<file path="config.mk">
export PLATFORM = sky130hd
export DESIGN_NAME = mem_port_arbiter
export DESIGN_NICKNAME = d
export VERILOG_FILES = /design/src/rtl/mem_port_arbiter.sv
export SDC_FILE = /design/constraint.sdc
export NUM_CORES = 1
export LEC_CHECK = 0
export ABC_CLOCK_PERIOD_IN_PS = 1200
export BUFFER_PORTS_ARGS = -buffer_cell sky130_fd_sc_hd__clkbuf_2
export CAP_MARGIN = 25
export CORE_AREA = 2 2 125 127
export CTS_BUF_LIST = sky130_fd_sc_hd__clkbuf_16
export DETAILED_ROUTE_END_ITERATION = 10
export DIE_AREA = 0 0 127 129
export PLACE_DENSITY_LB_ADDON = 0.1
export SLEW_MARGIN = 25
export SYNTH_ARGS = -nofsm -noshare
export SYNTH_HDL_FRONTEND = slang
export SYNTH_SLANG_ARGS = --single-unit
</file>
<file path="constraint.sdc">
create_clock -name clk -period 1.2 [get_ports clk]
set_input_delay 0.12 -clock clk [delete_from_list [all_inputs] [get_ports clk]]
set_output_delay 0.12 -clock clk [all_outputs]
set_load 0.03 [all_outputs]
</file>
<file path="src/rtl/mem_port_arbiter.sv">
// Two-master arbiter that merges instruction-fetch and load/store request bundles onto one
// memory port, one outstanding transaction at a time. Optional MEM_ARB_ROUND_ROBIN_EN selects round-robin arbitration.
module mem_port_arbiter (
  input  logic        clk,
  input  logic        resetn,
  input  logic        inst_req,
  input  logic        inst_wr,
  input  logic [1:0]  inst_size,
  input  logic [3:0]  inst_wstrb,
  input  logic [31:0] inst_addr,
  input  logic [31:0] inst_wdata,
  output logic        inst_addr_ok,
  output logic        inst_data_ok,
  output logic [31:0] inst_rdata,
  input  logic        data_req,
  input  logic        data_wr,
  input  logic [1:0]  data_size,
  input  logic [3:0]  data_wstrb,
  input  logic [31:0] data_addr,
  input  logic [31:0] data_wdata,
  output logic        data_addr_ok,
  output logic        data_data_ok,
  output logic [31:0] data_rdata,
  output logic        mem_req,
  output logic        mem_wr,
  output logic [1:0]  mem_size,
  output logic [3:0]  mem_wstrb,
  output logic [31:0] mem_addr,
  output logic [31:0] mem_wdata,
  input  logic        mem_addr_ok,
  input  logic        mem_data_ok,
  input  logic [31:0] mem_rdata,
  output logic [1:0]  dbg_state
);
  // Handshake: a request is accepted in the cycle where mem_req and mem_addr_ok are both 1
  // (mirrored to the owner as *_addr_ok); its response is the single mem_data_ok cycle in WAIT.

  typedef enum logic [1:0] {
    S_IDLE = 2'd0,
    S_ADDR = 2'd1,
    S_WAIT = 2'd2
  } state_t;

  state_t      r_state;
  state_t      w_next;
  logic        r_owner;  // 1 = data side owns the latched bundle
  logic        r_wr;
  logic [1:0]  r_size;
  logic [3:0]  r_wstrb;
  logic [31:0] r_addr;
  logic [31:0] r_wdata;
  logic        w_any_req;
  logic        w_grant_data;
  logic        w_accept;

  assign w_any_req = inst_req | data_req;
  assign w_accept  = (r_state == S_IDLE) & w_any_req;

`ifdef MEM_ARB_ROUND_ROBIN_EN
  logic r_last_data;

  // On a tie the side that did not win the previous grant goes first.
  assign w_grant_data = (inst_req & data_req) ? ~r_last_data : data_req;

  always_ff @(posedge clk) begin
    if (!resetn) begin
      r_last_data <= 1'b1;
    end else if (w_accept) begin
      r_last_data <= w_grant_data;
    end
  end
`else
  assign w_grant_data = data_req;
`endif

  always_ff @(posedge clk) begin
    if (!resetn) begin
      r_state <= S_IDLE;
    end else begin
      r_state <= w_next;
    end
  end

  always_ff @(posedge clk) begin
    if (!resetn) begin
      r_owner <= 1'b1;
      r_wr    <= 1'b0;
      r_size  <= 2'd0;
      r_wstrb <= 4'd0;
      r_addr  <= 32'd0;
      r_wdata <= 32'd0;
    end else if (w_accept) begin
      r_owner <= w_grant_data;
      r_wr    <= w_grant_data ? data_wr    : inst_wr;
      r_size  <= w_grant_data ? data_size  : inst_size;
      r_wstrb <= w_grant_data ? data_wstrb : inst_wstrb;
      r_addr  <= w_grant_data ? data_addr  : inst_addr;
      r_wdata <= w_grant_data ? data_wdata : inst_wdata;
    end
  end

  always_comb begin
    w_next       = r_state;
    mem_req      = 1'b0;
    inst_addr_ok = 1'b0;
    data_addr_ok = 1'b0;
    inst_data_ok = 1'b0;
    data_data_ok = 1'b0;
    case (r_state)
      S_IDLE: begin
        if (w_any_req) w_next = S_ADDR;
      end
      S_ADDR: begin
        mem_req = 1'b1;
        if (mem_addr_ok) begin
          inst_addr_ok = ~r_owner;
          data_addr_ok = r_owner;
          w_next       = S_WAIT;
        end
      end
      S_WAIT: begin
        if (mem_data_ok) begin
          inst_data_ok = ~r_owner;
          data_data_ok = r_owner;
          w_next       = S_IDLE;
        end
      end
      default: w_next = S_IDLE;
    endcase
  end

  assign mem_wr     = r_wr;
  assign mem_size   = r_size;
  assign mem_wstrb  = r_wstrb;
  assign mem_addr   = r_addr;
  assign mem_wdata  = r_wdata;
  assign inst_rdata = mem_rdata;
  assign data_rdata = mem_rdata;
  assign dbg_state  = r_state;

endmodule
</file>
==> impl_metrics.tcl, run 1 <==
set metrics [dict create \
    status "complete, but fails checks" \
    violations "negative setup slack" \
    die_x_um 127 \
    power.density_nw_per_um2 1380 \
    clock_latency_ns 0.33 \
    clock_path_buffers 2 \
    antenna_left 0 \
    worstSetupEndpoint "mem_addr[0]" \
    startpoint "dbg_state[1]" \
    detail_route.wl_per_cell_um 17.8 \
    first_global_vias 3745 \
    synth_warnings 0 \
    antenna_found_initial 0 \
    rrSetupSlack_ns -0.18 \
    rsz0062_at_grt "yes" \
    crit_path_end_kind "flip-flop" \
    dieArea_um2 16400 \
    syn_avg_cell_area_um2 10.6 \
    gp_congestion 0.713 \
    path_clk_slew_ns 0.06 \
    min_period_over_period 1.15 \
    core-area_um2 15000 \
    cts_tree "yes" \
    dr.pass1.iters 4 \
    diodes 0 \
    yosys.area_share.adder 0 \
    crit_type "reg -> reg" \
    synthMuxAreaShare 0.165 \
    numCtsBuffers 9 \
    setup_ws_ns -0.184 \
    skew_ns 0.00508 \
    synth_cells 408 \
    port_buffers 225 \
    pre_cts_slack_ns -0.0737 \
    io-pin-count 322 \
    cts_sinks 74 \
    vias 3678 \
    power.leakage_nw 2.84 \
    cts_root_buf "clkbuf_16" \
    finalMaxSlewViolations 0 \
    reg2regPathDepth 7 \
    crit_arrival_ns 1.60 \
    routed_wl_um 13800 \
    ys_seq_area_frac 0.344 \
    worstMarginPinSlew_ns 0.481 \
    die_h_um 129 \
    yosys.area_share.simple 0.0174 \
    hold_viol_final 0 \
    synth_top_family_by_area "compound AO/OA/AOI/OAI gates" \
    cp.required_ns 1.41 \
    reg2reg_to "mem_addr[0]" \
    relSlewSlack 0.679 \
    synth_nets 588 \
    worstPathMaxFanout 8 \
    dp_hpwl_um 9940 \
    fin_nets 766 \
    layout_min_cycle_time_ns 1.38 \
    placedCellCount 741 \
    synth_seq_cells 74 \
    reg2reg_from "dbg_state[1]" \
    drc 0 \
    grt_pass1_wl_um 20200 \
    rows 45 \
    final_cells 776 \
    overflow 0 \
    fillers 1500 \
    synth_compound_area_frac 0.293 \
    grt_usage 0.161 \
    grt_max_degree 39 \
    drtIter0Drc 112 \
    netlist_area_um2 4310 \
    synth_xor_area_frac 0 \
    fmax_ghz 0.723 \
    synth_cell_types 21 \
    start_util 0.288 \
    setup_viol 78 \
    min_path_type "in -> reg" \
    h-tree-depth 3 \
    layout-drive-gt1-share 0.633 \
    vias_per_cell 4.74 \
    drv_cap 0 \
    areaGrowthSynthToFinish_pct 40.7 \
    startpoint_type "flip-flop" \
    ir_drop_mv 0.571 \
]
## report_power, final
| group | switching, mW | total, mW | internal, mW |
|---|---|---|---|
| logic | 1.73 | 3.13 | 1.40 |
| clock network | 0.963 | 2.30 | 1.34 |
| registers | 0.179 | 2.94 | 2.76 |
## registers in the layout (all words and copies together) (netlist names)
register   count
mem_wr         1
mem_wstrb      4
mem_addr      32
dbg_state      2
r_owner        1
mem_size       2
mem_wdata     32
## Yosys cell counts (all sizes together)
cell type / instances / area share
a211oi: 71 / 0.21
a21oi: 72 / 0.084
a221o: 1 / 0.0023
and2: 1 / 0.0020
and3: 2 / 0.0029
buf: 78 / 0.16
clkbuf: 25 / 0.022
dfxtp: 74 / 0.34
inv: 1 / 0.00087
mux2i: 71 / 0.16
nand2: 3 / 0.0026
nand2b: 1 / 0.0015
nor2: 3 / 0.0026
nor2b: 3 / 0.0044
o21a: 1 / 0.0017
or2: 1 / 0.0015
## critical path: stages (launching register included)
cell and delay (ns):
dfxtp_4 0.35, buf_6 0.12, nor2_4 0.15, and2_4 0.20, buf_12 0.11, buf_12 0.14
clkbuf_16 0.15, a211oi_2 0.05
## routing by layer
layer | vias to the layer above | GRT usage | routed length (µm)
met2 | 182 | 0.287 | 7140
met1 | 1683 | 0.183 | 5360
li1 | 1794 | - | -
met5 | - | 0 | 0
met4 | 0 | 0.0666 | 309
met3 | 19 | 0.0407 | 978
## final cells by class
cell class | instances | area [µm²] | area share
clock buffer | 9 | 225 | 0.0371
clock inverter | 4 | 16.3 | 0.00268
inverter | 1 | 6.26 | 0.00103
multi-input combinational | 230 | 2120 | 0.350
sequential | 74 | 1490 | 0.245
tap | 188 | 235 | 0.0388
timing repair buffer | 270 | 1970 | 0.325
## what timing repair did
item / CTS / global route
setup endpoints to repair: 76 / 78
gates resized for setup: 51 / 7
pin swaps: 8 / 17
cloned: 8 / 4
buffers inserted: 14 / 0
hold buffers: 0 / 0
endpoints found under the hold margin: 0 / 0
## worst min-delay path by stage
stage	to	from	cells after the start	slack, ns
6_report	dbg_state[0]	resetn	2	0.03
5_1_grt	dbg_state[0]	resetn	2	0.04
4_1_cts	dbg_state[0]	resetn	2	0.01
3_5_place_dp	data_rdata[21]	mem_rdata[21]	0	0.24
3_3_place_gp	data_rdata[21]	mem_rdata[21]	0	0.24
2_1_floorplan	dbg_state[0]	resetn	1	0.24
## placed cells by master, fill, tap and decap left out, drive strengths merged
cell	count
mux2i	71
nand2b	1
dfxtp	74
a211oi	71
clkbuf	234
clkinv	1
a21oi	72
nor2b	3
buf	45
and2	1
a221o	1
nor2	3
nand2	3
or2	1
o21a	1
and3	2
inv	4
## logic make-up (layout without fill, tap and decap cells)
logic type / count (synthesis) / after routing
AO/OA/AOI/OAI: 145 / 145
AND/OR/NAND/NOR: 14 / 14
buffers and inverters: 104 / 284
flip-flops: 74 / 74
multiplexers: 71 / 71
## stage by stage
| stage | instance area, µm² | TNS [ns] | util | hold slack, ns | power (mW) |
|---|---|---|---|---|---|
| floorplan | 4340 | -2.77 | - | 0.237 | 5.17 |
| global placement | 5240 | -2.03 | 0.350 | 0.240 | 5.55 |
| detailed placement | 5240 | -3.42 | 0.350 | 0.240 | 5.58 |
| CTS | 6020 | -11.30 | 0.402 | 0.0149 | 8.46 |
| global route | 6060 | -14.62 | 0.405 | 0.0420 | 8.77 |
| finish | 6060 | -9.71 | 0.405 | 0.0308 | 8.36 |
(Power assumes the default switching activity.)
==> run 2, diff against run 1 <==
--- a/config.mk
+++ b/config.mk
@@ -9,7 +9,6 @@
 export BUFFER_PORTS_ARGS = -buffer_cell sky130_fd_sc_hd__clkbuf_2
 export CAP_MARGIN = 25
 export CORE_AREA = 2 2 125 127
-export CTS_BUF_LIST = sky130_fd_sc_hd__clkbuf_16
 export DETAILED_ROUTE_END_ITERATION = 10
 export DIE_AREA = 0 0 127 129
 export PLACE_DENSITY_LB_ADDON = 0.1
==> run 2 against run 1 <==
The run still ends with negative setup slack left. Sequential cell count stayed put. Clock skew hardly changed. Core utilization stayed put. Register-to-register slack hardly changed. Non-clock buffer count stayed put. Final area stayed put. Worst setup slack hardly changed. Clock-buffer cell count is 3 higher. Final cell count stayed put.
==> impl_metrics.tcl, run 2 (synthesis results as in run 1) <==
set metrics [dict create \
    layout-drive-gt1-share 0.633 \
    overflow 0 \
    port_buffers 225 \
    rows 45 \
    antenna_found_initial 0 \
    max_stage_delay_ns 0.35 \
    clock_latency_ns 0.33 \
    startpoint_type "flip-flop" \
    grt_usage 0.161 \
    crit_type "reg -> reg" \
    detail_route.wl_per_cell_um 17.8 \
    drv_cap 0 \
    core-area_um2 15000 \
    worst-path-stages 7 \
    dr.pass1.iters 4 \
    final_cell_mix "219 x clkbuf_2, 72 x dfxtp_1, 71 x mux2i_1, 71 x a211oi_2, 63 x a21oi_1" \
    fin_area_um2 6060 \
    crit_path_end_kind "flip-flop" \
    violations "negative setup slack" \
    finalMaxSlewViolations 0 \
    relSlewSlack 0.683 \
    routed_wl_um 13800 \
    path_clk_slew_ns 0.06 \
    crit_arrival_ns 1.60 \
    cts_sinks 74 \
    cts_tree "yes" \
    p_total_mw 8.39 \
    fin_nets 766 \
    die_x_um 127 \
    diodes 0 \
    power.density_nw_per_um2 1380 \
    worstPathMaxFanout 8 \
    antenna_left 0 \
    numCtsBuffers 9 \
    ir_drop_mv 0.572 \
    status "complete, but fails checks" \
    place_area_um2 5240 \
    drc 0 \
    fmax_ghz 0.723 \
    drtIter0Drc 125 \
    min_path_type "in -> reg" \
    cts_root_buf "clkbuf_16" \
    h-tree-depth 3 \
    min_period_over_period 1.15 \
    grt_pass1_wl_um 20300 \
    final_core_util 0.405 \
    vias_per_cell 4.72 \
    crit_top_cell "buf_12" \
    worstMarginPinSlew_ns 0.475 \
    rrSetupSlack_ns -0.18 \
    clock_path_buffers 2 \
    gp_congestion 0.713 \
    reg2regPathDepth 7 \
    final_cells 776 \
    power.leakage_nw 2.83 \
    dieArea_um2 16400 \
    cp_slowest_cell "dfxtp_4" \
    layout_min_cycle_time_ns 1.38 \
    pre_cts_slack_ns -0.0737 \
    start_util 0.288 \
    setup_viol 78 \
    fillers 1497 \
    crit_buf_inv 4 \
    dp_hpwl_um 9940 \
    final_common_cell "clkbuf_2" \
    cp.required_ns 1.41 \
    first_global_vias 3750 \
    skew_ns 0.00504 \
    vias 3663 \
    setup_ws_ns -0.183 \
    crit_path_cell_trace "buf_6 -> nor2_4 -> and2_4 -> buf_12 -> buf_12 -> clkbuf_16 -> a211oi_2" \
    tns_ns -9.77 \
    hold_viol_final 0 \
    grt_max_degree 39 \
    areaGrowthSynthToFinish_pct 40.7 \
    worstHoldPathCells 2 \
    io-pin-count 322 \
    hold_slack_ns 0.0307 \
    die_h_um 129 \
    rsz0062_at_grt "yes" \
    seq_area_um2 1490 \
    multi_input_area_um2 2120 \
    placedCellCount 741 \
    crit_family "buffers and inverters" \
]
## run 2: cell count changes in the layout (fill, tap and decap cells not counted), sizes merged
cell,delta
clkbuf,+3
inv,-3
## run 2: layout make-up
cell class,count,share of cell area
Tap cell,188,0.0388
Multi-Input combinational cell,230,0.350
Sequential cell,74,0.245
Timing Repair Buffer,270,0.325
Clock inverter,1,0.000825
Clock buffer,12,0.0390
Inverter,1,0.00103
## run 2: per-layer routing
metal  up-vias  part of all wire  track usage
li1       1794                 -            -
met1      1674              0.39        0.183
met2       176              0.52        0.289
met3        19             0.069       0.0407
met4         0             0.022       0.0666
met5         -                 0            0
## run 2: worst paths after layout
kind / from / endpoint
hold / removal: resetn / dbg_state[0]
hold reg to reg: mem_addr[10] / mem_addr[10]
setup / recovery: dbg_state[1] / mem_wdata[23]
setup reg to reg: dbg_state[1] / mem_wdata[23]
## run 2: power breakdown
| part | leakage (nW) | internal (mW) | switching (mW) | total [mW] |
|---|---|---|---|---|
| Sequential | 0.616 | 2.76 | 0.180 | 2.94 |
| Clock | 0.118 | 1.36 | 0.960 | 2.32 |
| Combinational | 2.10 | 1.40 | 1.73 | 3.13 |
| Total | 2.83 | 5.52 | 2.87 | 8.39 |
## run 2: timing repair
| action | 4_1_cts | 5_1_grt |
|---|---|---|
| hold endpoints to repair | 0 | 0 |
| hold buffers | 0 | 0 |
| buffers inserted | 14 | 0 |
| pin swaps | 7 | 19 |
| gates cloned | 8 | 4 |
| gates resized for setup | 51 | 7 |
| endpoints found under the setup margin | 76 | 78 |
## run 2: worst register-to-register path, cell delays in order (launching register included)
cell       delay (ns)
dfxtp_4          0.35
buf_6            0.12
nor2_4           0.15
and2_4           0.20
buf_12           0.11
buf_12           0.14
clkbuf_16        0.15
a211oi_2         0.05
